**src/rtl/key_entry_buffer_if.sv**
```systemverilog
// Keypad entry bus: debounced key lines and submit/backspace keys in, completed entry out.
// The master side drives keys and consumer ready; the buffer itself is the slave.
interface key_entry_buffer_if #(
    parameter int KEY_WIDTH   = 4,
    parameter int MAX_DIGITS  = 6,
    parameter int COUNT_WIDTH = 3
);
    logic [KEY_WIDTH-1:0]            keyInputValue;
    logic                            enterKey;
    logic                            backspaceKey;
    logic                            entryReady;
    logic [KEY_WIDTH*MAX_DIGITS-1:0] keyValueStore;
    logic [COUNT_WIDTH-1:0]          keyNumbersStore;
    logic                            entryValid;
    logic                            timeValueFlag;

    modport master (
        output keyInputValue, enterKey, backspaceKey, entryReady,
        input  keyValueStore, keyNumbersStore, entryValid, timeValueFlag
    );

    modport slave (
        input  keyInputValue, enterKey, backspaceKey, entryReady,
        output keyValueStore, keyNumbersStore, entryValid, timeValueFlag
    );
endinterface

```
**src/rtl/key_entry_buffer.sv**
```systemverilog
// Keypad entry collector for the digital lock: edge-detects presses, buffers codes with
// backspace, submits on enter or when full, and abandons an entry after inactivity.
module key_entry_buffer #(
    parameter int KEY_WIDTH       = 4,
    parameter int MAX_DIGITS      = 6,
    parameter int COUNT_WIDTH     = 3,
    parameter int CLOCK_FREQUENCY = 50_000_000,
    parameter int TIMEOUT_MS      = 1000,
    parameter int TIMER_WIDTH     = 32,
    parameter int AUTO_SUBMIT     = 0
) (
    input  logic              clock,
    input  logic              reset_n,
    key_entry_buffer_if.slave entry_bus
);
    localparam int STORE_W        = KEY_WIDTH * MAX_DIGITS;
    localparam int TIMEOUT_CYCLES = CLOCK_FREQUENCY / 1000 * TIMEOUT_MS;

    localparam logic [TIMER_WIDTH-1:0] TIMEOUT_LAST = TIMER_WIDTH'(TIMEOUT_CYCLES - 1);
    localparam logic [COUNT_WIDTH-1:0] CNT_ONE      = COUNT_WIDTH'(1);
    localparam logic [COUNT_WIDTH-1:0] CNT_LAST     = COUNT_WIDTH'(MAX_DIGITS - 1);

    localparam logic [1:0] S_IDLE   = 2'd0;
    localparam logic [1:0] S_ENTRY  = 2'd1;
    localparam logic [1:0] S_FULL   = 2'd2;
    localparam logic [1:0] S_SUBMIT = 2'd3;

    logic [1:0]             r_state;
    logic [STORE_W-1:0]     r_store;
    logic [COUNT_WIDTH-1:0] r_count;
    logic                   r_valid;
    logic                   r_flag;
    logic [TIMER_WIDTH-1:0] r_timer;
    logic [KEY_WIDTH-1:0]   r_key_prev;
    logic                   r_enter_prev;
    logic                   r_bs_prev;

    logic                   w_digit_evt;
    logic                   w_enter_evt;
    logic                   w_bs_evt;
    logic                   w_active;
    logic                   w_handshake;
    logic                   w_timeout;

    logic [1:0]             w_state_nx;
    logic [STORE_W-1:0]     w_store_nx;
    logic [COUNT_WIDTH-1:0] w_count_nx;
    logic                   w_valid_nx;
    logic                   w_flag_nx;
    logic [TIMER_WIDTH-1:0] w_timer_nx;

    // A held key or button yields one event: only the transition away from idle counts.
    assign w_digit_evt = (entry_bus.keyInputValue != '0) && (r_key_prev == '0);
    assign w_enter_evt = entry_bus.enterKey && !r_enter_prev;
    assign w_bs_evt    = entry_bus.backspaceKey && !r_bs_prev;

    assign w_active    = (r_state == S_ENTRY) || (r_state == S_FULL);
    assign w_handshake = r_valid && entry_bus.entryReady;
    assign w_timeout   = w_active && (r_timer == TIMEOUT_LAST);

    // The if-chain order is the same-cycle priority; a taken branch discards the rest.
    always_comb begin
        w_state_nx = r_state;
        w_store_nx = r_store;
        w_count_nx = r_count;
        w_valid_nx = r_valid;
        w_flag_nx  = r_flag;
        w_timer_nx = w_active ? r_timer + 1'b1 : '0;

        if (w_handshake) begin
            w_state_nx = S_IDLE;
            w_store_nx = '0;
            w_count_nx = '0;
            w_valid_nx = 1'b0;
        end else if (w_timeout) begin
            w_state_nx = S_IDLE;
            w_store_nx = '0;
            w_count_nx = '0;
            w_flag_nx  = 1'b1;
            w_timer_nx = '0;
        end else if (w_enter_evt && w_active) begin
            w_state_nx = S_SUBMIT;
            w_valid_nx = 1'b1;
            w_timer_nx = '0;
        end else if (w_bs_evt && w_active) begin
            w_store_nx = r_store >> KEY_WIDTH;
            w_count_nx = r_count - 1'b1;
            w_state_nx = (r_count == CNT_ONE) ? S_IDLE : S_ENTRY;
            w_timer_nx = '0;
        end else if (w_digit_evt && (r_state == S_FULL)) begin
            // Overflow press abandons the whole entry; the extra code is dropped.
            w_state_nx = S_IDLE;
            w_store_nx = '0;
            w_count_nx = '0;
            w_flag_nx  = 1'b0;
            w_timer_nx = '0;
        end else if (w_digit_evt && (r_state != S_SUBMIT)) begin
            w_store_nx = (r_store << KEY_WIDTH) | STORE_W'(entry_bus.keyInputValue);
            w_count_nx = r_count + 1'b1;
            w_flag_nx  = 1'b0;
            w_timer_nx = '0;
            if (r_count == CNT_LAST) begin
                if (AUTO_SUBMIT != 0) begin
                    w_state_nx = S_SUBMIT;
                    w_valid_nx = 1'b1;
                end else begin
                    w_state_nx = S_FULL;
                end
            end else begin
                w_state_nx = S_ENTRY;
            end
        end
    end

    always_ff @(posedge clock or negedge reset_n) begin
        if (!reset_n) begin
            r_state      <= S_IDLE;
            r_store      <= '0;
            r_count      <= '0;
            r_valid      <= 1'b0;
            r_flag       <= 1'b0;
            r_timer      <= '0;
            r_key_prev   <= '0;
            r_enter_prev <= 1'b0;
            r_bs_prev    <= 1'b0;
        end else begin
            r_state      <= w_state_nx;
            r_store      <= w_store_nx;
            r_count      <= w_count_nx;
            r_valid      <= w_valid_nx;
            r_flag       <= w_flag_nx;
            r_timer      <= w_timer_nx;
            r_key_prev   <= entry_bus.keyInputValue;
            r_enter_prev <= entry_bus.enterKey;
            r_bs_prev    <= entry_bus.backspaceKey;
        end
    end

    assign entry_bus.keyValueStore   = r_store;
    assign entry_bus.keyNumbersStore = r_count;
    assign entry_bus.entryValid      = r_valid;
    assign entry_bus.timeValueFlag   = r_flag;
endmodule

```
**src/flat_wrapper.sv**
```systemverilog
// flat-port wrapper written by rule: the top's interface ports become plain ports
module key_entry_buffer_flat 
#(
    parameter int KEY_WIDTH       = 4,
    parameter int MAX_DIGITS      = 6,
    parameter int COUNT_WIDTH     = 3,
    parameter int CLOCK_FREQUENCY = 50_000_000,
    parameter int TIMEOUT_MS      = 1000,
    parameter int TIMER_WIDTH     = 32,
    parameter int AUTO_SUBMIT     = 0
)
  (clock, reset_n, entry_bus_keyInputValue, entry_bus_enterKey, entry_bus_backspaceKey, entry_bus_entryReady, entry_bus_keyValueStore, entry_bus_keyNumbersStore, entry_bus_entryValid, entry_bus_timeValueFlag);
  key_entry_buffer_if #(.KEY_WIDTH(KEY_WIDTH), .MAX_DIGITS(MAX_DIGITS), .COUNT_WIDTH(COUNT_WIDTH)) entry_bus_i ();
  input  logic clock;
  input  logic reset_n;
  input wire logic [$bits(entry_bus_i.keyInputValue)-1:0] entry_bus_keyInputValue;
  input wire logic [$bits(entry_bus_i.enterKey)-1:0] entry_bus_enterKey;
  input wire logic [$bits(entry_bus_i.backspaceKey)-1:0] entry_bus_backspaceKey;
  input wire logic [$bits(entry_bus_i.entryReady)-1:0] entry_bus_entryReady;
  output wire logic [$bits(entry_bus_i.keyValueStore)-1:0] entry_bus_keyValueStore;
  output wire logic [$bits(entry_bus_i.keyNumbersStore)-1:0] entry_bus_keyNumbersStore;
  output wire logic [$bits(entry_bus_i.entryValid)-1:0] entry_bus_entryValid;
  output wire logic [$bits(entry_bus_i.timeValueFlag)-1:0] entry_bus_timeValueFlag;
  assign entry_bus_i.keyInputValue = entry_bus_keyInputValue;
  assign entry_bus_i.enterKey = entry_bus_enterKey;
  assign entry_bus_i.backspaceKey = entry_bus_backspaceKey;
  assign entry_bus_i.entryReady = entry_bus_entryReady;
  assign entry_bus_keyValueStore = entry_bus_i.keyValueStore;
  assign entry_bus_keyNumbersStore = entry_bus_i.keyNumbersStore;
  assign entry_bus_entryValid = entry_bus_i.entryValid;
  assign entry_bus_timeValueFlag = entry_bus_i.timeValueFlag;
  key_entry_buffer #(.KEY_WIDTH(KEY_WIDTH), .MAX_DIGITS(MAX_DIGITS), .COUNT_WIDTH(COUNT_WIDTH), .CLOCK_FREQUENCY(CLOCK_FREQUENCY), .TIMEOUT_MS(TIMEOUT_MS), .TIMER_WIDTH(TIMER_WIDTH), .AUTO_SUBMIT(AUTO_SUBMIT)) u_core (.clock(clock), .reset_n(reset_n), .entry_bus(entry_bus_i));
endmodule
```
**config.mk**
```make
export PLATFORM = sky130hd
export DESIGN_NAME = key_entry_buffer_flat
export DESIGN_NICKNAME = d
export VERILOG_FILES = /design/src/rtl/key_entry_buffer_if.sv /design/src/rtl/key_entry_buffer.sv /design/src/flat_wrapper.sv
export SDC_FILE = /design/constraint.sdc
export NUM_CORES = 1
export LEC_CHECK = 0
export ABC_AREA = 1
export CORE_ASPECT_RATIO = 1.25
export CORE_MARGIN = 3
export CORE_UTILIZATION = 45
export CTS_CLUSTER_DIAMETER = 150
export DETAILED_ROUTE_END_ITERATION = 16
export PLACE_DENSITY = 0.74
export SYNTH_ARGS = -nofsm -noshare
export SYNTH_HDL_FRONTEND = slang
export SYNTH_SLANG_ARGS = --single-unit
```
**constraint.sdc**
```tcl
create_clock -name clock -period 2.23 [get_ports clock]
set_input_delay 0.446 -clock clock [delete_from_list [all_inputs] [get_ports clock]]
set_output_delay 0.446 -clock clock [all_outputs]
set_load 0.01 [all_outputs]
```
==> results of run 1 <==
state kept, by name, summed over array words and instances (netlist names):
signal,cells
u_core.r_timer,32
u_core.entry_bus.keyValueStore,24
u_core.r_key_prev,4
u_core.entry_bus.keyNumbersStore,3
u_core.r_state,2
u_core.entry_bus.entryValid,1
u_core.entry_bus.timeValueFlag,1
u_core.r_bs_prev,1
u_core.r_enter_prev,1
layout by cell type, fill, tap and decap left out, types with 2 or more instances in the layout:
master | synthesis | final
clkdlybuf4s50_1 | 0 | 36
clkbuf_16 | 0 | 9
nand2_1 | 241 | 241
xor2_1 | 19 | 19
nand4_1 | 7 | 7
nor2_4 | 3 | 3
dfrtp_1 | 69 | 69
bufinv_16 | 0 | 3
o21ai_4 | 1 | 2
nand2_2 | 6 | 5
nand3_2 | 5 | 5
clkbuf_8 | 0 | 2
nor3_1 | 16 | 16
inv_2 | 2 | 2
inv_1 | 64 | 64
a21oi_1 | 3 | 3
or2_2 | 5 | 5
nor2_1 | 106 | 105
ha_1 | 6 | 5
buf_12 | 0 | 3
o21ai_0 | 5 | 5
xnor2_1 | 2 | 2
nand3_1 | 42 | 42
nand2_4 | 2 | 3
nor2_2 | 6 | 7
buf_4 | 1 | 6
report_power, final:
part / total (µW) / leakage (µW) / switching [µW] / internal, µW
Combinational: 2290 / 0.00148 / 1390 / 904
Sequential: 1760 / 0.000925 / 257 / 1500
Clock: 1690 / 0.000172 / 535 / 1150
cell type report:
class / instances / area, µm² / share of cell area [%]
timing repair buffer: 47 / 482 / 9.24
inverter: 66 / 248 / 4.75
clock buffer: 11 / 253 / 4.85
sequential: 69 / 1730 / 33.1
multi-input combinational: 482 / 2240 / 43.1
tap: 123 / 154 / 2.95
clock inverter: 5 / 106 / 2.04
final timing paths:
check	startpoint	end	slack [ns]	cells past startpoint
hold reg to reg	u_core.entry_bus.keyValueStore[3]$_DFFE_PN0P_	u_core.entry_bus.keyValueStore[3]$_DFFE_PN0P_	0.51	2
hold / removal	reset_n	u_core.r_timer[22]$_DFF_PN0_	0.05	1
setup reg to reg	u_core.r_state[0]$_DFFE_PN0P_	u_core.r_timer[7]$_DFF_PN0_	0.16	11
setup / recovery	u_core.r_state[0]$_DFFE_PN0P_	u_core.r_timer[7]$_DFF_PN0_	0.16	11
max in group asynchronous	reset_n	u_core.r_timer[21]$_DFF_PN0_	1.55	2
min in group clock	u_core.entry_bus.keyValueStore[3]$_DFFE_PN0P_	u_core.entry_bus.keyValueStore[3]$_DFFE_PN0P_	0.51	2
worst register-to-register path: stages, from the launching register on:
cell	delay, ns
dfrtp_1	0.37
inv_1	0.07
ha_2	0.43
nor2_1	0.09
nand2_2	0.12
nand2_1	0.14
nor2_2	0.14
nand3_2	0.15
nand2_4	0.15
buf_4	0.21
nand2_1	0.08
inv_1	0.05
metrics by stage:
step                      utilization, %   TNS, ns  power [µW]
after floorplan                        -         0        3190
after global placement              52.0    -0.746        3910
after detailed placement            52.0     -2.26        3980
after CTS                           56.1         0        5730
after global routing                56.2  -0.00382        6130
final                               56.2         0        5740
per-layer routing:
metal | wire length, µm | vias up | GRT usage [%]
met5 | 0 | - | 0
met4 | 303 | 0 | 9.73
met3 | 623 | 25 | 4.61
met2 | 5740 | 139 | 37.5
met1 | 4380 | 1875 | 25.9
li1 | - | 2026 | -
repair_timing:
action	in CTS	in global routing
resized for setup	1	4
pin swaps	1	0
gates cloned	1	0
setup endpoints to repair	8	55
kinds of logic after synthesis:
group | count (synthesis) | share of synthesized area (%)
xor+xnor | 21 | 4.25
simple gates | 443 | 43.6
compound gates | 11 | 1.68
fa+ha+maj | 6 | 1.73
buf+inv | 86 | 8.85
flops | 69 | 39.9
==> results.ini, run 1 <==
[detailed_routing]
dr_total_vias=4065
ant_nets=0
route.detailed.drc=0
viasPerCell=5.06
dr.first_iter.drc_count=155
postRouteWirelength_um=11100
dr.pass1.iters=4
wire_per_inst_um=13.8

[power]
p_per_area_nw_per_um2=1100
p_leak_uw=0.00257
irDropWorstVdd_uv=719

[floorplanning]
fp.dieW_um=93.7
dieArea_um2=10800
core_um2=9270
start_util_pct=46.7
io_pins=38
die_h_um=116
core.rowCount=39

[clocking]
clock_path_buffers=2
clkSlewWorstSetupHoldPaths_ns=0.06
clock-sinks=69
root_buffer=clkbuf_16
numCtsBuffers=9
hold_buffers=0
worstSkewPairLatency_ns=0.34
cts_tree=done
post_cts_buffers=0
ctsHtreeMaxLevel=3

[sta]
finalWorstSetupSlack_ns=0.156
slew_headroom_pct=70.3
fin_skew_ns=0.00880
holdWs_ns=0.0534
hold_viol_final=0
min_period_ns=2.07
fmax_mhz=482
finalSetupViolCount=0
period_share_pct=93.0
slew_violations=0
worst_pin_slew_ns=0.445

[setup_path]
worstPathCellList=inv_1, ha_2, nor2_1, nand2_2, nand2_1, nor2_2, nand3_2, nand2_4, buf_4, nand2_1, inv_1
worst-path-max-fanout=13
critPathSlowestCell=ha_2
arrival_ns=2.35
cp.required_ns=2.50
max_stage_delay_ns=0.43
endpoint_kind=flip-flop
cp_top_family=simple AND/OR/NAND/NOR gates
cp-start-kind=flip-flop
path_class=reg -> reg
path_buf_inv=3

[flow_run]
maxCapViolCount=0

[run_status]
status=completed

[place]
dp_hpwl_um=7690
post_dp_cell_area_um2=4820
dp_cells=786
io_buffer_count=37
gp_congestion=1.00
dp_slack_ns=-0.140

[synthesis]
synth_cell_types=30
ys_seq_elements=69
synth_area_leaders=dfrtp_1 40%, nand2_1 21%, nor2_1 9.2%
syn-num-nets=651
synth_commonest_cells=241 x nand2_1, 106 x nor2_1, 69 x dfrtp_1
yosysMostFrequentCell=nand2_1
syn_area_per_cell_um2=6.80
synth_top_area_cell=dfrtp_1
netlist.area_leader.share_pct=39.9
async_flop_share_pct=100
syn-cell-area_um2=4330
synth_seq_area_share_pct=39.9
synth_edf_count=0
yosys_warnings=0
netlist_instances=636
yosys_most_used_dff=dfrtp_1

[grt]
antenna_found_initial=0
grt_pass1_wl_um=18600
grt_max_degree=53
grt.overflow.total=0
grt_pass1_vias=3979
grt_usage_pct=21.7

[min_path]
worstHoldPathType=in -> async

[finish]
diodes=0
fin_area_um2=5210
layout-drive-gt1-share_pct=8.97
layoutNonFillerInstCount=803
filler_cell_count=877
area_growth_pct=20.5
final_nets=690

No activity file was read; power rests on OpenSTA's default activity.
==> run 2, diff against run 1 <==
--- a/config.mk
+++ b/config.mk
@@ -15,3 +15,4 @@
 export SYNTH_ARGS = -nofsm -noshare
 export SYNTH_HDL_FRONTEND = slang
 export SYNTH_SLANG_ARGS = --single-unit
+export TNS_END_PERCENT = 5
==> results of run 2 <==
Same layout as run 1: the final DEF is identical, and so are final timing and power.
==> run 3, diff against run 2 <==
--- a/config.mk
+++ b/config.mk
@@ -8,10 +8,10 @@
 export ABC_AREA = 1
 export CORE_ASPECT_RATIO = 1.25
 export CORE_MARGIN = 3
-export CORE_UTILIZATION = 45
+export CORE_UTILIZATION = 40
 export CTS_CLUSTER_DIAMETER = 150
 export DETAILED_ROUTE_END_ITERATION = 16
-export PLACE_DENSITY = 0.74
+export PLACE_DENSITY = 0.68
 export SYNTH_ARGS = -nofsm -noshare
 export SYNTH_HDL_FRONTEND = slang
 export SYNTH_SLANG_ARGS = --single-unit
==> run 3 against run 2 <==
  * Fmax is 0.86% lower
  * Global-route usage is 1.9 points lower
  * Combinational power hardly changed
  * Register-to-register slack worse by 0.02 ns
  * Largest cell class unchanged
  * Non-clock buffer count is 1 higher
  * Wire length is 3.4% higher
==> results.ini, run 3 (synthesis gave the netlist of run 1 again) <==
[clocking]
root_buffer=clkbuf_16
ctsHtreeMaxLevel=3
worstSkewPairLatency_ns=0.34
cts_tree=done
numCtsBuffers=9
clock-sinks=69
clock_path_buffers=2
clkSlewWorstSetupHoldPaths_ns=0.06
post_cts_buffers=0

[sta]
finalSetupViolCount=0
fmax_mhz=478
min_period_ns=2.09
rsz0062_at_grt=false
hold_viol_final=0
slew_violations=0
fin_skew_ns=0.00836
finalWorstSetupSlack_ns=0.138
period_share_pct=93.8
worst_pin_slew_ns=0.436
slew_headroom_pct=70.9

[finish]
final_common_cell=nand2_1
largest-register=u_core.r_timer
final_nets=691
layout-drive-gt1-share_pct=8.96
diodes=0
largest_register_ffs=32
final_cell_mix=241 x nand2_1, 105 x nor2_1, 69 x dfrtp_1
area_growth_pct=19.6
fin_area_um2=5170

[floorplanning]
io_pins=38
die_h_um=122
core_um2=10300
fp.dieW_um=99.0
core.rowCount=41
start_util_pct=42.0
dieArea_um2=12100

[power]
comb_power_share_pct=40.4
p_per_area_nw_per_um2=1080
power.switching_uw=2210
p_int_uw=3400
irDropWorstVdd_uv=651
pwr-share-seq_pct=31.5
p_leak_uw=0.00255
power_frac_clock_pct=28.2
p_sw_share_pct=39.4

[setup_path]
endpoint_kind=flip-flop
crit_path_end=u_core.r_timer[25]$_DFF_PN0_
max_stage_delay_ns=0.42
worstPathCellList=ha_2, nor2_1, nand2_2, nand2_1, nor2_2, nand3_2, nand2_4, buf_4, nand2_1, nor2_1
rrSetupSlack_ns=0.14
startpoint=u_core.r_state[1]$_DFFE_PN0P_
worst-path-max-fanout=15
cp.required_ns=2.49
r2r-end=u_core.r_timer[25]$_DFF_PN0_
ff2ff_path_depth=10
path_class=reg -> reg
cp-start-kind=flip-flop
rr_startpoint=u_core.r_state[1]$_DFFE_PN0P_
arrival_ns=2.35
critPathSlowestCell=ha_2

[detailed_routing]
wire_per_inst_um=14.1
viasPerCell=5.02
dr_total_vias=4069
dr.pass1.iters=5
postRouteWirelength_um=11400
ant_nets=0
dr.first_iter.drc_count=204
route.detailed.drc=0

[grt]
grt.overflow.total=0
grt_pass1_vias=3986
grt_max_degree=70
antenna_found_initial=0
grt_usage_pct=19.8
grt_pass1_wl_um=19200

[place]
post_dp_cell_area_um2=4830
dp_hpwl_um=7840
io_buffer_count=37
dp_slack_ns=-0.104
gp_congestion=0.966

[min_path]
worstHoldPathType=in -> async

[run_status]
status=completed

[flow_run]
maxCapViolCount=0

==> run 3: worst min path at each step <==
stage	from	endpoint	slack (ns)	cells after the start
6_report	reset_n	u_core.r_timer[13]$_DFF_PN0_	0.11	2
3_5_place_dp	reset_n	u_core.r_timer[12]$_DFF_PN0_	0.50	2
3_3_place_gp	u_core.r_timer[0]$_DFF_PN0_	u_core.r_timer[0]$_DFF_PN0_	0.48	1
4_1_cts	reset_n	u_core.r_timer[12]$_DFF_PN0_	0.15	2
2_1_floorplan	reset_n	u_core.entry_bus.entryValid$_DFFE_PN0P_	0.15	0
5_1_grt	reset_n	u_core.r_timer[13]$_DFF_PN0_	0.14	2
==> run 3: per-stage QoR <==
step	total power, µW	utilization [%]	std cells	TNS, ns	hold WS, ns
4_1_cts	5630	50.1	810	0	0.150
2_1_floorplan	3190	-	636	0	0.150
3_5_place_dp	3990	46.8	793	-2.00	0.502
3_3_place_gp	3930	46.8	793	-0.644	0.484
5_1_grt	6010	50.2	810	0	0.140
6_report	5610	50.2	810	0	0.114
==> run 3: area by class of cell <==
class	count	area [µm²]
Fill cell	1001	5140
Inverter	66	248
Sequential cell	69	1730
Multi-Input combinational cell	482	2240
Clock inverter	5	83.8
Tap cell	129	161
Clock buffer	11	243
Timing Repair Buffer	48	473
==> run 3: power by group through the flow <==
| stage | sequential [µW] | combinational (µW) | clock, µW |
|---|---|---|---|
| detailed placement | 1770 | 2220 | 0 |
| global placement | 1770 | 2160 | 0 |
| finish | 1760 | 2260 | 1580 |
| CTS | 1760 | 2270 | 1610 |
| global route | 1790 | 2540 | 1670 |
| floorplan | 1800 | 1400 | 0 |
==> run 3: worst max-delay path, delay by kind of cell, from the launching register on <==
| family | cells | cell delay (ns) |
|---|---|---|
| flops | 1 | 0.41 |
| simple gates | 8 | 0.96 |
| fa+ha+maj | 1 | 0.42 |
| buf+inv | 1 | 0.21 |
==> run 3: per-layer routing <==
metal / up-vias / track usage (%) / wire length (µm)
met4: 0 / 7.51 / 258
met1: 1914 / 24.0 / 4780
met2: 118 / 34.5 / 5830
li1: 2018 / - / -
met3: 19 / 4.09 / 562
met5: - / 0 / 0
==> run 3: what timing repair did <==
item | in CTS | in global routing
setup endpoints to repair | 8 | 27
resized for setup | 1 | 2
hold buffers | 0 | 0
gates cloned | 1 | 0
pin swaps | 1 | 0
